$ cat src/rtl/alu_share_arbiter_if.sv
// Bundle between requesters, the shared ALU and the response consumer.
// slave: arbiter side. master: clients, ALU and consumer side.
// stat_grants exists only when ALU_ARB_STATS_EN is defined.
interface alu_share_arbiter_if #(
  parameter int WIDTH = 16,
  parameter int NREQ  = 4
);
  localparam int IDW = $clog2(NREQ);

  logic [NREQ-1:0]       req_valid;
  logic [NREQ-1:0]       req_ready;
  logic [NREQ*WIDTH-1:0] req_a;
  logic [NREQ*WIDTH-1:0] req_b;
  logic [NREQ*4-1:0]     req_op;

  logic [WIDTH-1:0]      alu_a;
  logic [WIDTH-1:0]      alu_b;
  logic [3:0]            alu_op;
  logic [WIDTH-1:0]      alu_result;
  logic [4:0]            alu_flags;

  logic                  rsp_valid;
  logic                  rsp_ready;
  logic [IDW-1:0]        rsp_id;
  logic [WIDTH-1:0]      rsp_result;
  logic [4:0]            rsp_flags;
`ifdef ALU_ARB_STATS_EN
  logic [NREQ*16-1:0]    stat_grants;
`endif

  modport slave (
    input  req_valid, req_a, req_b, req_op,
    input  alu_result, alu_flags, rsp_ready,
    output req_ready, alu_a, alu_b, alu_op,
    output rsp_valid, rsp_id, rsp_result, rsp_flags
`ifdef ALU_ARB_STATS_EN
    , output stat_grants
`endif
  );

  modport master (
    output req_valid, req_a, req_b, req_op,
    output alu_result, alu_flags, rsp_ready,
    input  req_ready, alu_a, alu_b, alu_op,
    input  rsp_valid, rsp_id, rsp_result, rsp_flags
`ifdef ALU_ARB_STATS_EN
    , input stat_grants
`endif
  );
endinterface

$ cat src/rtl/alu_share_arbiter.sv
// Round-robin share of one registered ALU among NREQ requesters, with
// ID-tagged results returned through a credit-protected response FIFO.
// Ports: clk, rst (async, active-high), bus (alu_share_arbiter_if.slave):
//   req_* request handshakes, alu_* ALU drive/return, rsp_* responses.
// Define ALU_ARB_STATS_EN to add saturating per-requester grant counters
// on bus.stat_grants.
module alu_share_arbiter #(
  parameter int WIDTH     = 16,
  parameter int NREQ      = 4,
  parameter int RSP_DEPTH = 4
) (
  input  logic              clk,
  input  logic              rst,
  alu_share_arbiter_if.slave bus
);
  localparam int IDW = $clog2(NREQ);
  localparam int PW  = $clog2(RSP_DEPTH);
  localparam int CW  = $clog2(RSP_DEPTH + 1);

  localparam logic [CW-1:0] CMAX = CW'(RSP_DEPTH);
  localparam logic [CW-1:0] CONE = CW'(1);
  localparam logic [PW:0]   PONE = (PW+1)'(1);

  logic [WIDTH-1:0] a_arr  [NREQ];
  logic [WIDTH-1:0] b_arr  [NREQ];
  logic [3:0]       op_arr [NREQ];

  for (genvar i = 0; i < NREQ; i++) begin : g_unpack
    assign a_arr[i]  = bus.req_a[i*WIDTH +: WIDTH];
    assign b_arr[i]  = bus.req_b[i*WIDTH +: WIDTH];
    assign op_arr[i] = bus.req_op[i*4 +: 4];
  end

  logic [IDW-1:0]   rr_ptr_q;
  logic [IDW-1:0]   rr_ptr_d;
  logic [CW-1:0]    credits_q;
  logic [CW-1:0]    credits_d;

  logic             iss_v_q;
  logic [IDW-1:0]   iss_id_q;
  logic [WIDTH-1:0] alu_a_q;
  logic [WIDTH-1:0] alu_b_q;
  logic [3:0]       alu_op_q;
  logic             alu_v_q;
  logic [IDW-1:0]   alu_id_q;

  logic [IDW-1:0]   fid_q  [RSP_DEPTH];
  logic [WIDTH-1:0] fres_q [RSP_DEPTH];
  logic [4:0]       ffl_q  [RSP_DEPTH];
  logic [PW:0]      wr_ptr_q;
  logic [PW:0]      rd_ptr_q;

  logic             found;
  logic [IDW-1:0]   win;
  logic [IDW-1:0]   cand;
  int               idx;
  logic             credit_ok;
  logic             grant;
  logic             rsp_v;
  logic             pop;

  // Scan from rr_ptr upward, wrapping at NREQ; first valid wins.
  always_comb begin
    found = 1'b0;
    win   = '0;
    idx   = 0;
    cand  = '0;
    for (int k = 0; k < NREQ; k++) begin
      idx = int'(rr_ptr_q) + k;
      if (idx >= NREQ) idx = idx - NREQ;
      cand = IDW'(idx);
      if (!found && bus.req_valid[cand]) begin
        found = 1'b1;
        win   = cand;
      end
    end
  end

  // A grant needs a reserved slot covering issue, ALU and FIFO stages.
  assign credit_ok = (credits_q < CMAX);
  assign grant     = found & credit_ok & ~rst;

  always_comb begin
    bus.req_ready = '0;
    if (grant) bus.req_ready[win] = 1'b1;
  end

  always_comb begin
    rr_ptr_d = rr_ptr_q;
    if (grant) begin
      rr_ptr_d = (win == IDW'(NREQ-1)) ? '0 : win + IDW'(1);
    end
  end

  assign rsp_v = (wr_ptr_q != rd_ptr_q);
  assign pop   = rsp_v & bus.rsp_ready;

  always_comb begin
    credits_d = credits_q;
    unique case ({grant, pop})
      2'b10:   credits_d = credits_q + CONE;
      2'b01:   credits_d = credits_q - CONE;
      default: credits_d = credits_q;
    endcase
  end

  // Issue stage and the valid/ID shadow aligned with the ALU's register.
  always_ff @(posedge clk or posedge rst) begin
    if (rst) begin
      rr_ptr_q  <= '0;
      credits_q <= '0;
      iss_v_q   <= 1'b0;
      iss_id_q  <= '0;
      alu_a_q   <= '0;
      alu_b_q   <= '0;
      alu_op_q  <= '0;
      alu_v_q   <= 1'b0;
      alu_id_q  <= '0;
    end else begin
      rr_ptr_q  <= rr_ptr_d;
      credits_q <= credits_d;
      iss_v_q   <= grant;
      alu_v_q   <= iss_v_q;
      alu_id_q  <= iss_id_q;
      if (grant) begin
        iss_id_q <= win;
        alu_a_q  <= a_arr[win];
        alu_b_q  <= b_arr[win];
        alu_op_q <= op_arr[win];
      end
    end
  end

  assign bus.alu_a  = alu_a_q;
  assign bus.alu_b  = alu_b_q;
  assign bus.alu_op = alu_op_q;

  // Response FIFO; credits guarantee a free slot on every push.
  always_ff @(posedge clk or posedge rst) begin
    if (rst) begin
      wr_ptr_q <= '0;
      rd_ptr_q <= '0;
      for (int i = 0; i < RSP_DEPTH; i++) begin
        fid_q[i]  <= '0;
        fres_q[i] <= '0;
        ffl_q[i]  <= '0;
      end
    end else begin
      if (alu_v_q) begin
        fid_q[wr_ptr_q[PW-1:0]]  <= alu_id_q;
        fres_q[wr_ptr_q[PW-1:0]] <= bus.alu_result;
        ffl_q[wr_ptr_q[PW-1:0]]  <= bus.alu_flags;
        wr_ptr_q <= wr_ptr_q + PONE;
      end
      if (pop) rd_ptr_q <= rd_ptr_q + PONE;
    end
  end

  assign bus.rsp_valid  = rsp_v;
  assign bus.rsp_id     = fid_q[rd_ptr_q[PW-1:0]];
  assign bus.rsp_result = fres_q[rd_ptr_q[PW-1:0]];
  assign bus.rsp_flags  = ffl_q[rd_ptr_q[PW-1:0]];

`ifdef ALU_ARB_STATS_EN
  logic [15:0] stat_q [NREQ];

  always_ff @(posedge clk or posedge rst) begin
    if (rst) begin
      for (int i = 0; i < NREQ; i++) stat_q[i] <= '0;
    end else if (grant && stat_q[win] != 16'hFFFF) begin
      stat_q[win] <= stat_q[win] + 16'd1;
    end
  end

  for (genvar i = 0; i < NREQ; i++) begin : g_stat
    assign bus.stat_grants[i*16 +: 16] = stat_q[i];
  end
`endif
endmodule

$ cat src/flat_wrapper.sv
// flat-port wrapper written by rule: the top's interface ports become plain ports
module alu_share_arbiter_flat 
#(
  parameter int WIDTH     = 16,
  parameter int NREQ      = 4,
  parameter int RSP_DEPTH = 4
)
  (clk, rst, bus_req_valid, bus_req_a, bus_req_b, bus_req_op, bus_alu_result, bus_alu_flags, bus_rsp_ready, bus_req_ready, bus_alu_a, bus_alu_b, bus_alu_op, bus_rsp_valid, bus_rsp_id, bus_rsp_result, bus_rsp_flags);
  alu_share_arbiter_if #(.WIDTH(WIDTH), .NREQ(NREQ)) bus_i ();
  input  logic clk;
  input  logic rst;
  input wire logic [$bits(bus_i.req_valid)-1:0] bus_req_valid;
  input wire logic [$bits(bus_i.req_a)-1:0] bus_req_a;
  input wire logic [$bits(bus_i.req_b)-1:0] bus_req_b;
  input wire logic [$bits(bus_i.req_op)-1:0] bus_req_op;
  input wire logic [$bits(bus_i.alu_result)-1:0] bus_alu_result;
  input wire logic [$bits(bus_i.alu_flags)-1:0] bus_alu_flags;
  input wire logic [$bits(bus_i.rsp_ready)-1:0] bus_rsp_ready;
  output wire logic [$bits(bus_i.req_ready)-1:0] bus_req_ready;
  output wire logic [$bits(bus_i.alu_a)-1:0] bus_alu_a;
  output wire logic [$bits(bus_i.alu_b)-1:0] bus_alu_b;
  output wire logic [$bits(bus_i.alu_op)-1:0] bus_alu_op;
  output wire logic [$bits(bus_i.rsp_valid)-1:0] bus_rsp_valid;
  output wire logic [$bits(bus_i.rsp_id)-1:0] bus_rsp_id;
  output wire logic [$bits(bus_i.rsp_result)-1:0] bus_rsp_result;
  output wire logic [$bits(bus_i.rsp_flags)-1:0] bus_rsp_flags;
  assign bus_i.req_valid = bus_req_valid;
  assign bus_i.req_a = bus_req_a;
  assign bus_i.req_b = bus_req_b;
  assign bus_i.req_op = bus_req_op;
  assign bus_i.alu_result = bus_alu_result;
  assign bus_i.alu_flags = bus_alu_flags;
  assign bus_i.rsp_ready = bus_rsp_ready;
  assign bus_req_ready = bus_i.req_ready;
  assign bus_alu_a = bus_i.alu_a;
  assign bus_alu_b = bus_i.alu_b;
  assign bus_alu_op = bus_i.alu_op;
  assign bus_rsp_valid = bus_i.rsp_valid;
  assign bus_rsp_id = bus_i.rsp_id;
  assign bus_rsp_result = bus_i.rsp_result;
  assign bus_rsp_flags = bus_i.rsp_flags;
  alu_share_arbiter #(.WIDTH(WIDTH), .NREQ(NREQ), .RSP_DEPTH(RSP_DEPTH)) u_core (.clk(clk), .rst(rst), .bus(bus_i));
endmodule
$ cat config.mk
export PLATFORM = sky130hd
export DESIGN_NAME = alu_share_arbiter_flat
export DESIGN_NICKNAME = d
export VERILOG_FILES = /design/src/rtl/alu_share_arbiter_if.sv /design/src/rtl/alu_share_arbiter.sv /design/src/flat_wrapper.sv
export SDC_FILE = /design/constraint.sdc
export NUM_CORES = 1
export LEC_CHECK = 0
export CORE_ASPECT_RATIO = 0.75
export CORE_MARGIN = 3
export CORE_UTILIZATION = 47
export DETAILED_ROUTE_END_ITERATION = 8
export GPL_TIMING_DRIVEN = 0
export PLACE_DENSITY_LB_ADDON = 0.05
export SETUP_SLACK_MARGIN = 0.4
export SKIP_LAST_GASP = 1
export SYNTH_ARGS = -nofsm -noshare
export SYNTH_HDL_FRONTEND = slang
export SYNTH_SLANG_ARGS = --single-unit
$ cat constraint.sdc
create_clock -name clk -period 6.2 [get_ports clk]
set_clock_uncertainty 0.05 [all_clocks]
set_input_delay 0.93 -clock clk [delete_from_list [all_inputs] [get_ports clk]]
set_output_delay 0.93 -clock clk [all_outputs]
set_load 0.05 [all_outputs]
==> flow_metrics.tcl, run 1 <==
set metrics [dict create \
    hp-class "register to register" \
    internal_power_mw 3.50 \
    synth.distinct_cells 39 \
    die_area_sq_um 17500 \
    crit_chain "clkdlybuf4s50_1 -> nand2_1 -> nor2_1 -> nor3_4 -> inv_2 -> buf_6 -> ha_1 -> and2_1 -> clkdlybuf4s50_1" \
    synth_fa_ha_area_share_pct 1.94 \
    postRouteAntennaNets 0 \
    period_share_pct 80.9 \
    critPathCaptureType "output port" \
    io_buffers 235 \
    worst_pin_slew_ps 833 \
    powerDensity_nw_per_um2 565 \
    synth-seq-cells 145 \
    fp-row-count 39 \
    layout_common_cells "clkdlybuf4s50_1 (235), dfrtp_1 (145), mux2_2 (100)" \
    p_leak_nw 4.46 \
    final_cells 1039 \
    period_needed_ps 5020 \
    viasPerCell 5.83 \
    drtPass1Iterations 5 \
    start_util_pct 48.6 \
    arrival_ps 4040 \
    area_growth_pct 43.5 \
    hp-start "u_core.iss_v_q$_DFF_PP0_" \
    synth-xor-area-share_pct 1.17 \
    crit_top_cell "clkdlybuf4s50_1" \
    max-vdd-ir-drop_uv 439 \
    cp_slowest_cell "clkdlybuf4s50_1" \
    cts_root_buf "clkbuf_16" \
    power_frac_clock_pct 17.6 \
    drt-total-wl_um 23300 \
    final_nets 1004 \
    max_slew_margin_pct 44.3 \
    maxCapViolations 0 \
    placed_cells 1007 \
    cts.sinks 145 \
    place_hpwl_um 17000 \
    n_antenna_cell 0 \
    yosys_warnings 0 \
    avgRoutedWirePerCell_um 22.4 \
    syn_nets 749 \
    vias 6058 \
    cts_buffers 17 \
    ys_seq_area_share_pct 48.5 \
    grt_pass1_vias 6376 \
    power_mw 6.08 \
    critPathRequiredTime_ps 5220 \
    seqPwrFrac_pct 27.6 \
    die_w_um 152 \
    synth-async-reset-ratio_pct 100 \
    clk_path_buf_depth 2 \
    crit_fanout 11 \
    syn_inst 566 \
    remaining_drc_errors 0 \
    final_common_cell "clkdlybuf4s50_1" \
    hold_buffers 0 \
    max_stage_delay_ps 800 \
    drive_gt1_share_pct 23.9 \
    antenna_found_initial 0 \
    htreeDepth 4 \
    swShare_pct 42.3 \
    synthSimpleGateAreaFrac_pct 5.26 \
    grt_start_max_net_pins 90 \
    synth_top_cell_area_share_pct 48.5 \
    die_h_um 115 \
    rsz0062_at_grt "no" \
    grt_use_total_pct 26.9 \
    postLayoutCellArea_sq_um 10700 \
    clock_latency_ps 420 \
    synth_area_sq_um 7490 \
    cts.clk_slew.worst_paths_ps 60 \
    cp-startpoint "bus_req_valid[0]" \
    synth_compound_area_share_pct 11.7 \
    pwr-share-comb_pct 54.7 \
    overflow 0 \
    r2r_start "u_core.rd_ptr_q[1]$_DFFE_PP0P_" \
    yosys-top-cells-area "dfrtp_1 (48%), mux2_2 (15%), mux4_2 (6.9%), mux2_4 (5.6%), a221o_1 (4.8%)" \
    max_freq_ghz 0.199 \
    fill_cells 1113 \
    postCtsResizedCells 0 \
    synth_top_family_by_area "multiplexers" \
    holdWs_ps 307 \
    gp_congestion 0.950 \
    cts_setup_buffers 0 \
    holdPathStages 0 \
    finalSetupViolCount 0 \
    cts_tree "yes" \
    place_area_sq_um 10100 \
    final_hold_viol_count 0 \
    synthMuxAreaShare_pct 28.0 \
    pin_count 236 \
    rr_worst_depth 11 \
    grt_pass1_wl_um 35900 \
    crit_type "primary input to output port" \
    syn_area_per_cell_sq_um 13.2 \
    slew_violations 0 \
    yosys.area.top_type "dfrtp_1" \
    core_sq_um 15400 \
    ys.flop_type "dfrtp_1" \
    start_kind "primary input" \
    outcome "completed" \
    netSwitchingPower_mw 2.57 \
    drt-initial-drc-count 535 \
    synth-edff-count 0 \
]
==> routing by layer <==
layer	vias up	wire length, um	global-route usage [%]
met5	-	0	0
met4	0	550	8.74
met3	42	1550	6.34
met2	246	11000	41.8
met1	3062	10200	37.8
li1	2708	-	-
==> worst paths after layout <==
path / endpoint / slack (ps)
min: u_core.alu_v_q$_DFF_PP0_ / 310
max: bus_req_ready[2] / 1180
max in group asynchronous: u_core.bus.alu_a[9]$_DFFE_PP0P_ / 4360
max reg2reg: u_core.credits_q[2]$_DFFE_PP0P_ / 3370
min in group asynchronous: u_core.credits_q[0]$_DFFE_PP0P_ / 920
min reg2reg: u_core.alu_v_q$_DFF_PP0_ / 310
==> logic make-up (layout without fill, tap and decap cells) <==
kind of cell,count (synthesis),count (layout)
multiplexers,154,154
flip-flops,145,145
AO/OA/AOI/OAI,117,117
AND/OR/NAND/NOR,67,67
buffers and inverters,62,330
adder cells (fa/ha/maj),11,11
XOR/XNOR,10,10
==> power groups by stage <==
stage / combinational [mW] / sequential [mW] / clock, mW
detailed placement: 3.31 / 1.68 / 0
global route: 3.52 / 1.73 / 1.13
global placement: 3.25 / 1.64 / 0
CTS: 3.34 / 1.67 / 1.09
floorplan: 1.96 / 1.98 / 0
finish: 3.32 / 1.68 / 1.07
==> cell usage after synthesis (all sizes together) (6+ instances only) <==
library cell and instances:
nand4 36, clkbuf 34, ha 10, nand2 10
o31ai 36, mux4 23, inv 11, dfrtp 145
buf 17, a221o 36, a21oi 37, nor2 6
mux2 129, xnor2 6
==> cell type report <==
class | instances | area, sq um | share of cell area [%]
buffer | 51 | 219 | 2.04
clock buffer | 18 | 439 | 4.09
clock inverter | 14 | 179 | 1.66
inverter | 11 | 46.3 | 0.431
multi-input combinational | 359 | 3600 | 33.5
sequential | 145 | 3630 | 33.8
tap | 205 | 256 | 2.39
timing repair buffer | 236 | 2380 | 22.1
==> per-stage QoR <==
step                TNS (ps)  util (%)  worst slack (ps)
finish                     0      69.7              1180
global route               0      69.7              1040
CTS                        0      69.7              1210
detailed placement         0      65.7              1220
global placement      -66110      65.5              -467
floorplan                  0         -              1330
==> flip-flops by register name, summed over array words and instances, names as in the netlist, 3 cells and up <==
| register | flops |
|---|---|
| u_core.bus.alu_a | 16 |
| u_core.bus.alu_b | 16 |
| u_core.bus.alu_op | 4 |
| u_core.credits_q | 3 |
| u_core.ffl_q | 20 |
| u_core.fid_q | 8 |
| u_core.fres_q | 64 |
| u_core.rd_ptr_q | 3 |
| u_core.wr_ptr_q | 3 |
==> worst max-delay path: cells and delay by family <==
family | cells | cell delay, ps
fa+ha+maj | 1 | 170
buf+inv | 4 | 1880
simple gates | 4 | 1060
No activity file was read; power rests on OpenSTA's default activity.
==> run 2, diff against run 1 <==
- CORE_UTILIZATION: 47 -> 43
- clock period: 6.2 -> 4.6 ns (I/O delays scaled with it)
==> run 2 against run 1 <==
Net effect:
- global-route usage down 3.8 points
- cell count grew 1.2%
- critical path type unchanged
- clock power increased by 38%
- hold slack got worse by 8.2 ps
- sequential cell count is the same
- count of clock-buffer cells in the layout did not move
- routed wire length is 5.3% lower
- first-iteration DRC count fell by 36%
- total power up 35%
==> flow_metrics.tcl, run 2 (synthesis gave the netlist of run 1 again) <==
set metrics [dict create \
    drtPass1Iterations 7 \
    grt_pass1_vias 6324 \
    io_buffers 235 \
    crit_fanout 11 \
    avgRoutedWirePerCell_um 21.0 \
    max_stage_delay_ps 580 \
    crit_type "primary input to output port" \
    crit_chain "clkdlybuf4s50_1 -> nand2b_1 -> a21oi_4 -> nor3_4 -> inv_2 -> buf_6 -> ha_1 -> and2_1 -> dlygate4sd2_1" \
    htreeDepth 4 \
    final_hold_viol_count 0 \
    cts_tree "yes" \
    gp_congestion 0.839 \
    max_slew_margin_pct 42.9 \
    p_leak_nw 4.50 \
    period_share_pct 87.1 \
    clock_latency_ps 420 \
    n_antenna_cell 0 \
    layout_common_cells "clkdlybuf4s50_1 (232), dfrtp_1 (145), mux2_2 (100)" \
    place_hpwl_um 16300 \
    viasPerCell 5.71 \
    period_needed_ps 4010 \
    grt_start_max_net_pins 39 \
    arrival_ps 3270 \
    finalSetupViolCount 0 \
    cts_root_buf "clkbuf_16" \
    placed_cells 1019 \
    core_sq_um 16900 \
    die_w_um 158 \
    final_cells 1051 \
    hp-class "register to register" \
    start_kind "primary input" \
    area_growth_pct 44.6 \
    rsz0062_at_grt "no" \
    hold_buffers 0 \
    largest_register_ffs 64 \
    worst_pin_slew_ps 851 \
    top_regs "u_core.fres_q: 64 flops, u_core.ffl_q: 20 flops" \
    critPathCaptureType "output port" \
    slew_violations 0 \
    die_area_sq_um 19100 \
    vias 6004 \
    critPathRequiredTime_ps 3860 \
    top_register "u_core.fres_q" \
    max_freq_ghz 0.250 \
    drt-total-wl_um 22100 \
    drt-initial-drc-count 343 \
    max-vdd-ir-drop_uv 472 \
    postRouteAntennaNets 0 \
    clk_path_buf_depth 2 \
    cp_slowest_cell "dlygate4sd2_1" \
    die_h_um 120 \
    outcome "completed" \
    grt_use_total_pct 23.1 \
    drive_gt1_share_pct 24.2 \
    cts.clk_slew.worst_paths_ps 60 \
    fp-row-count 41 \
    fill_cells 1333 \
    grt_pass1_wl_um 34200 \
    powerDensity_nw_per_um2 755 \
    cts.sinks 145 \
    final_common_cell "clkdlybuf4s50_1" \
    pin_count 236 \
    setup-tns-final_ps 0 \
    cts_buffers 17 \
    remaining_drc_errors 0 \
    antenna_found_initial 0 \
    final_nets 1006 \
    overflow 0 \
    start_util_pct 44.2 \
    maxCapViolations 0 \
    cts_setup_buffers 0 \
]
run 2: cell types whose count changed in the layout (fill, tap and decap cells not counted), sizes merged:
cell	change
buf	+2
dlymetal6s2s	+1
clkinvlp	+2
inv	-2
bufinv	+1
dlygate4sd2	+2
clkinv	-1
clkdlybuf4s50	-3
run 2: worst max-delay path: cells and delay by family:
| family | cells | cell delay (ps) |
|---|---|---|
| and+or+nand+nor | 3 | 350 |
| AOI/OAI and AO/OA | 1 | 430 |
| adders and majority gates | 1 | 160 |
| buffers and inverters | 4 | 1630 |
run 2: where the power goes:
part | switching, mW | total, mW | internal (mW)
Sequential | 0.341 | 2.25 | 1.91
Clock | 0.567 | 1.48 | 0.916
Combinational | 2.51 | 4.44 | 1.93
run 2: what timing repair did:
action | in CTS | in global routing
gates resized for setup | 6 | 3
endpoints found under the hold margin | 0 | 0
endpoints found under the setup margin | 2 | 10
run 2: metal layers:
metal / part of all wire (%) / GRT usage [%] / up-vias
met1: 46 / 33.0 / 3041
li1: - / - / 2711
met3: 5.6 / 4.76 / 30
met5: 0 / 0 / -
met4: 2.0 / 6.82 / 0
met2: 47 / 35.8 / 222
run 2: worst paths after layout:
path,to,depth (start not counted),slack [ps],from
worst max register to register,u_core.credits_q[2]$_DFFE_PP0P_,11,1910,u_core.rd_ptr_q[1]$_DFFE_PP0P_
worst min register to register,u_core.alu_v_q$_DFF_PP0_,0,300,u_core.iss_v_q$_DFF_PP0_
worst max-delay path,bus_req_ready[0],9,590,bus_req_valid[2]
max in group asynchronous,u_core.ffl_q[11]$_DFFE_PP0P_,4,2820,rst
min in group asynchronous,u_core.bus.alu_op[0]$_DFFE_PP0P_,2,770,rst
worst min-delay path,u_core.alu_v_q$_DFF_PP0_,0,300,u_core.iss_v_q$_DFF_PP0_
run 2: layout make-up:
type / instances / area (sq um) / area share (%)
sequential: 145 / 3630 / 33.5
multi-input combinational: 359 / 3620 / 33.4
timing repair buffer: 238 / 2410 / 22.3
clock buffer: 18 / 429 / 3.96
tap: 215 / 269 / 2.48
buffer: 51 / 220 / 2.03
clock inverter: 14 / 201 / 1.86
inverter: 11 / 45.0 / 0.416
run 2: per-stage QoR:
| step | setup slack, ps | utilization [%] | total power [mW] | hold WS [ps] | area, sq um |
|---|---|---|---|---|---|
| 2_1_floorplan | 1650 | - | 5.31 | 281 | 7490 |
| 3_3_place_gp | 58.3 | 59.7 | 6.58 | 288 | 10100 |
| 3_5_place_dp | -30.5 | 60.1 | 6.71 | 292 | 10200 |
| 4_1_cts | 446 | 63.9 | 8.23 | 305 | 10800 |
| 5_1_grt | 440 | 63.9 | 8.58 | 314 | 10800 |
| 6_report | 594 | 63.9 | 8.17 | 299 | 10800 |
